**src/rtl/parking_pkg.sv**
```systemverilog
// Shared types and constants for the parking gate session controller.
// Passwords are three BCD digits, first digit in the top nibble.
package parking_pkg;

  localparam int DIGIT_W    = 4;
  localparam int NUM_DIGITS = 3;
  localparam int CODE_W     = DIGIT_W * NUM_DIGITS;

  localparam logic [CODE_W-1:0] PW_IN  = 12'h123;
  localparam logic [CODE_W-1:0] PW_OUT = 12'h234;

  typedef enum logic [2:0] {
    IDLE,
    COLLECT,
    CHECK,
    OPEN,
    LOCKED
  } state_t;

  typedef enum logic {
    SIDE_IN,
    SIDE_OUT
  } side_t;

  function automatic logic [CODE_W-1:0] side_password(input side_t side);
    return (side == SIDE_OUT) ? PW_OUT : PW_IN;
  endfunction

endpackage

```
**src/rtl/parking_digit_collector.sv**
```systemverilog
// Three-digit code shift register with digit count and inter-digit timeout.
// Strobes are combinational so the owning FSM can move on the accepting edge.
module parking_digit_collector
  import parking_pkg::*;
#(
  parameter int DIGIT_TIMEOUT = 200
) (
  input  logic               clk,
  input  logic               rst,
  input  logic               load_first,
  input  logic               shift,
  input  logic               active,
  input  logic [DIGIT_W-1:0] digit,
  output logic [CODE_W-1:0]  code,
  output logic               complete,
  output logic               timeout
);

  localparam int TW = $clog2(DIGIT_TIMEOUT + 1);
  localparam logic [TW-1:0] T_LAST = TW'(DIGIT_TIMEOUT - 1);

  logic [1:0]    count;
  logic [TW-1:0] idle_cnt;

  assign complete = shift && (count == 2'(NUM_DIGITS - 1));
  assign timeout  = active && !shift && (idle_cnt == T_LAST);

  // NOTE: sequential state uses non-blocking assignments so every flop samples
  // the pre-edge values of its peers, independent of statement order.
  always_ff @(posedge clk) begin
    if (!rst) begin
      code     <= '0;
      count    <= '0;
      idle_cnt <= '0;
    end else if (load_first) begin
      code     <= CODE_W'(digit);
      count    <= 2'd1;
      idle_cnt <= '0;
    end else if (shift) begin
      code     <= {code[CODE_W-DIGIT_W-1:0], digit};
      count    <= count + 2'd1;
      idle_cnt <= '0;
    end else if (active) begin
      idle_cnt <= idle_cnt + TW'(1);
    end
  end

endmodule

```
**src/rtl/parking_gate_ctrl.sv**
```systemverilog
// Smart-parking session controller: keypad arbitration, code check, gate timing,
// occupancy tracking and lockout after repeated wrong codes.
module parking_gate_ctrl
  import parking_pkg::*;
#(
  parameter int CAPACITY      = 8,
  parameter int GATE_CYCLES   = 50,
  parameter int DIGIT_TIMEOUT = 200,
  parameter int MAX_FAILS     = 3,
  parameter int LOCK_CYCLES   = 100
) (
  input  logic                          clk,
  input  logic                          rst,
  input  logic                          in_key_valid,
  input  logic [3:0]                    in_key_digit,
  input  logic                          out_key_valid,
  input  logic [3:0]                    out_key_digit,
  output logic                          gate_in_open,
  output logic                          gate_out_open,
  output logic [$clog2(CAPACITY+1)-1:0] occupancy,
  output logic                          full,
  output logic                          lockout,
  output logic                          busy,
  output logic                          code_err
);

  localparam int OW = $clog2(CAPACITY + 1);
  localparam int FW = $clog2(MAX_FAILS + 1);
  localparam int TMAX = (GATE_CYCLES > LOCK_CYCLES) ? GATE_CYCLES : LOCK_CYCLES;
  localparam int TW = $clog2(TMAX + 1);
  localparam logic [OW-1:0] OCC_MAX = OW'(CAPACITY);
  localparam logic [FW-1:0] FAIL_MAX = FW'(MAX_FAILS);
  localparam logic [TW-1:0] GATE_LAST = TW'(GATE_CYCLES - 1);
  localparam logic [TW-1:0] LOCK_LAST = TW'(LOCK_CYCLES - 1);

  state_t        state, state_n;
  side_t         side, side_n;
  logic [FW-1:0] fails, fails_n;
  logic [TW-1:0] timer, timer_n;
  logic [OW-1:0] occ_n;
  logic          err_n;

  logic               load_first, shift;
  logic [DIGIT_W-1:0] collect_digit;
  logic [CODE_W-1:0]  code;
  logic               complete, timeout;

  logic               owner_valid;
  logic [DIGIT_W-1:0] owner_digit;

  assign owner_valid = (side == SIDE_OUT) ? out_key_valid : in_key_valid;
  assign owner_digit = (side == SIDE_OUT) ? out_key_digit : in_key_digit;

  parking_digit_collector #(
    .DIGIT_TIMEOUT(DIGIT_TIMEOUT)
  ) u_collector (
    .clk       (clk),
    .rst       (rst),
    .load_first(load_first),
    .shift     (shift),
    .active    (state == COLLECT),
    .digit     (collect_digit),
    .code      (code),
    .complete  (complete),
    .timeout   (timeout)
  );

  // NOTE: every signal written here gets a default first, so no path through
  // the case statement can leave one unassigned and infer a latch.
  always_comb begin
    state_n       = state;
    side_n        = side;
    fails_n       = fails;
    timer_n       = timer;
    occ_n         = occupancy;
    err_n         = 1'b0;
    load_first    = 1'b0;
    shift         = 1'b0;
    collect_digit = owner_digit;

    unique case (state)
      IDLE: begin
        // Exit has priority; a full lot refuses new entry sessions.
        if (out_key_valid) begin
          side_n        = SIDE_OUT;
          load_first    = 1'b1;
          collect_digit = out_key_digit;
          state_n       = COLLECT;
        end else if (in_key_valid && !full) begin
          side_n        = SIDE_IN;
          load_first    = 1'b1;
          collect_digit = in_key_digit;
          state_n       = COLLECT;
        end
      end
      COLLECT: begin
        shift = owner_valid;
        if (complete) begin
          state_n = CHECK;
        end else if (timeout) begin
          err_n   = 1'b1;
          state_n = IDLE;
        end
      end
      CHECK: begin
        timer_n = '0;
        if (code == side_password(side)) begin
          fails_n = '0;
          state_n = OPEN;
          if (side == SIDE_IN) begin
            if (occupancy != OCC_MAX) occ_n = occupancy + OW'(1);
          end else begin
            if (occupancy != '0) occ_n = occupancy - OW'(1);
          end
        end else begin
          err_n   = 1'b1;
          fails_n = fails + FW'(1);
          state_n = (fails_n == FAIL_MAX) ? LOCKED : IDLE;
        end
      end
      OPEN: begin
        if (timer == GATE_LAST) state_n = IDLE;
        else timer_n = timer + TW'(1);
      end
      LOCKED: begin
        if (timer == LOCK_LAST) begin
          fails_n = '0;
          state_n = IDLE;
        end else begin
          timer_n = timer + TW'(1);
        end
      end
      default: state_n = IDLE;
    endcase
  end

  // Outputs are decoded from next-state values so they are plain flops.
  always_ff @(posedge clk) begin
    if (!rst) begin
      state         <= IDLE;
      side          <= SIDE_IN;
      fails         <= '0;
      timer         <= '0;
      occupancy     <= '0;
      full          <= 1'b0;
      gate_in_open  <= 1'b0;
      gate_out_open <= 1'b0;
      lockout       <= 1'b0;
      busy          <= 1'b0;
      code_err      <= 1'b0;
    end else begin
      state         <= state_n;
      side          <= side_n;
      fails         <= fails_n;
      timer         <= timer_n;
      occupancy     <= occ_n;
      full          <= (occ_n == OCC_MAX);
      gate_in_open  <= (state_n == OPEN) && (side_n == SIDE_IN);
      gate_out_open <= (state_n == OPEN) && (side_n == SIDE_OUT);
      lockout       <= (state_n == LOCKED);
      busy          <= (state_n != IDLE);
      code_err      <= err_n;
    end
  end

endmodule

```
**config.mk**
```make
export PLATFORM = sky130hd
export DESIGN_NAME = parking_gate_ctrl
export DESIGN_NICKNAME = d
export VERILOG_FILES = /design/src/rtl/parking_pkg.sv /design/src/rtl/parking_digit_collector.sv /design/src/rtl/parking_gate_ctrl.sv
export SDC_FILE = /design/constraint.sdc
export NUM_CORES = 1
export LEC_CHECK = 0
export ABC_AREA = 1
export CAP_MARGIN = 25
export CELL_PAD_IN_SITES_DETAIL_PLACEMENT = 1
export CELL_PAD_IN_SITES_GLOBAL_PLACEMENT = 1
export CORE_MARGIN = 2
export CORE_UTILIZATION = 41
export CTS_CLUSTER_SIZE = 20
export DETAILED_ROUTE_END_ITERATION = 12
export PLACE_DENSITY = 0.78
export SLEW_MARGIN = 40
export SYNTH_ARGS = -nofsm -noshare
export SYNTH_HDL_FRONTEND = slang
export SYNTH_SLANG_ARGS = --single-unit
```
**constraint.sdc**
```tcl
create_clock -name clk -period 2 [get_ports clk]
set_clock_uncertainty 0.2 [all_clocks]
set_input_delay 0.3 -clock clk [delete_from_list [all_inputs] [get_ports clk]]
set_output_delay 0.3 -clock clk [all_outputs]
set_load 0.02 [all_outputs]
```
==> results.sh <==
export IMPL_vias_per_cell=5.011
export IMPL_core_area_um2=5886
export IMPL_htreeDepth=2
export IMPL_max_clock_freq_ghz=0.5162
export IMPL_yosysMostFrequentCell="nand2_1"
export IMPL_synth_edf_count=0
export IMPL_mappedNetlistArea_um2=2472
export IMPL_dp_cells=466
export IMPL_dr_first_iter_drc_count=86
export IMPL_crit_path_top_delay_cell="clkdlybuf4s50_1"
export IMPL_synth_seq_area_share_pct=36.44
export IMPL_drive_gt1_share_pct=13.53
export IMPL_die_h_um=81.66
export IMPL_grt_pass1_wl_um=10700
export IMPL_fillers=790
export IMPL_rows=28
export IMPL_synth_distinct_cells=33
export IMPL_crit_family="buffers and inverters"
export IMPL_dieWidth_um=81.66
export IMPL_clk_pin_slew_ps=100
export IMPL_worstSetupPathType="reg2out"
export IMPL_io_pins=22
export IMPL_synth_top_area_share_pct=36.44
export IMPL_die_area_um2=6668
export IMPL_post_cts_buffers=0
export IMPL_track_usage_pct=20.66
export IMPL_tightest_slew_ps=343.2
export IMPL_register_area_um2=900.9
export IMPL_cts_sink_count=45
export IMPL_synth_async_reset_ratio_pct=0
export IMPL_cts_resized=0
export IMPL_dr_total_vias=2375
export IMPL_synth_commonest_cells="nand2_1, dfxtp_1, inv_1"
export IMPL_place_congestion=0.7946
export IMPL_synth_seq_cells=45
export IMPL_synth_warnings=0
export IMPL_power_total_w=0.001913
export IMPL_multi_input_area_um2=1343
export IMPL_fin_crit_ps=1937
export IMPL_path_buf_inv=1
export IMPL_cp_cell_sequence="clkdlybuf4s50_1"
export IMPL_hold_path_class="reg2reg"
export IMPL_cp_max_fo=7
export IMPL_clk_latency_ps=310
export IMPL_grt_pass1_vias=2383
export IMPL_relSlewSlack_pct=77.12
export IMPL_hold_viol=0
export IMPL_nets=417
export IMPL_cp_start_kind="register"
export IMPL_max_stage_delay_ps=660
export IMPL_wl_per_cell_um=13.17
export IMPL_power_density_nw_per_um2=640.2
export IMPL_vdd_drop_max_mv=0.3838
export IMPL_grt_setup_unrepaired="false"
export IMPL_area_growth_pct=20.85
export IMPL_cts_tree="yes"
export IMPL_p_leak_nw=1.287
export IMPL_arrival_ps=1440
export IMPL_cts_hold_buffers_added=0
export IMPL_grt_antenna_before_repair=0
export IMPL_synth_ff_type="dfxtp_1"
export IMPL_ant_nets=0
export IMPL_crit_required_ps=1500
export IMPL_yosys_top_cells_area="dfxtp_1, nand2_1, a21oi_1"
export IMPL_status="finished, final reports clean"
export IMPL_grt_max_degree=17
export IMPL_synth_cells=359
export IMPL_start_util_pct=42.01
export IMPL_firstDrtPassIters=4
export IMPL_routed_wl_um=6244
export IMPL_synth_area_leader_cell="dfxtp_1"
export IMPL_layoutNonFillerInstCount=474
export IMPL_dp_hpwl_um=4851
export IMPL_syn_avg_cell_area_um2=6.887
export IMPL_antennaDiodeCount=0
export IMPL_slew_violations=0
export IMPL_maxCapViolCount=0
export IMPL_setup_violations=0
export IMPL_root_buffer="clkbuf_8"
export IMPL_finalSetupTns_ps=0
export IMPL_fin_crit_sh_pct=96.86
export IMPL_syn_num_nets=378
export IMPL_crit_path_end_kind="primary output"
export IMPL_clockBufferDepth=2
export IMPL_portBuffers=21
export IMPL_drc=0
export IMPL_cts_buffers=5
export IMPL_overflow=0
routing by layer:
metal | track usage (%) | share of wire [%] | vias to the layer above
met2 | 36.72 | 50 | 21
met4 | 5.667 | 0.88 | 0
met1 | 25.51 | 47 | 1129
met5 | 0 | 0 | -
met3 | 3.846 | 2.0 | 5
li1 | - | - | 1220
state kept, by name (all words and copies together) (netlist names):
register and flops:
state 3, code_err 1, gate_in_open 1, timer 7, busy 1, lockout 1
occupancy 4, side 1, full 1, u_collector.code 12, u_collector.count 2, gate_out_open 1
fails 2, u_collector.idle_cnt 8
report_power, final:
group          switching [W]  total (W)  internal (W)
registers          0.0000220   0.000939      0.000917
clock network       0.000347   0.000731      0.000383
logic               0.000145   0.000243     0.0000975
total               0.000515    0.00191       0.00140
worst paths after layout:
check	startpoint	endpoint	slack (ps)	cells after the start
hold reg to reg	u_collector.count[1]$_SDFFE_PP0P_	u_collector.count[1]$_SDFFE_PP0P_	270	2
setup / recovery	occupancy[3]$_SDFF_PN0_	occupancy[3]	60	1
setup reg to reg	state[2]$_SDFF_PN0_	u_collector.code[3]$_SDFFE_PN0P_	210	7
hold / removal	u_collector.count[1]$_SDFFE_PP0P_	u_collector.count[1]$_SDFFE_PP0P_	270	2
worst register-to-register path: stages, from the launching register on:
cell	delay, ps
dfxtp_1	530
inv_2	110
nand4_1	150
nand2_2	170
nor2_8	200
inv_2	70
o21ai_0	190
a31oi_1	70
cell families after synthesis:
kind of cell	after synthesis	share of synthesized area, %
adders and majority gates	7	3.542
buffers and inverters	58	9.261
xor gates and xnor gates	7	2.480
and+or+nand+nor	184	35.98
AOI/OAI and AO/OA	58	12.30
DFF	45	36.44
cell type report:
type	count	area share, %
Multi-Input combinational cell	256	44.93
Sequential cell	45	30.15
Timing Repair Buffer	37	11.06
Inverter	53	6.742
Tap cell	75	3.141
Clock buffer	5	2.303
Clock inverter	3	1.675
cells in the final DEF (no fill, tap or decap), drive strengths merged:
master and instances:
nand2 100, inv 54, dfxtp 45, a21oi 38
nor2 37, nand3 26, clkdlybuf4s50 21, buf 16
o21ai 15, xor2 7, ha 7, nor3 7
clkbuf 5, nand4 4, nand3b 3, nor3b 3
a31oi 3, or2 3, o22ai 2, and3 1
bufinv 1, clkinv 1
metrics by stage:
step / worst slack [ps] / hold slack [ps] / util, % / instance area, um^2
6_report: 62.88 / 271.6 / 50.77 / 2988
3_5_place_dp: -6.831 / 257.3 / 48.75 / 2869
5_1_grt: 0.06917 / 294.8 / 50.77 / 2988
4_1_cts: 67.89 / 272.5 / 50.77 / 2988
2_1_floorplan: 276.8 / 239.2 / - / 2472
3_3_place_gp: 61.35 / 252.3 / 48.75 / 2869
Power figures use the tool's default switching activity.
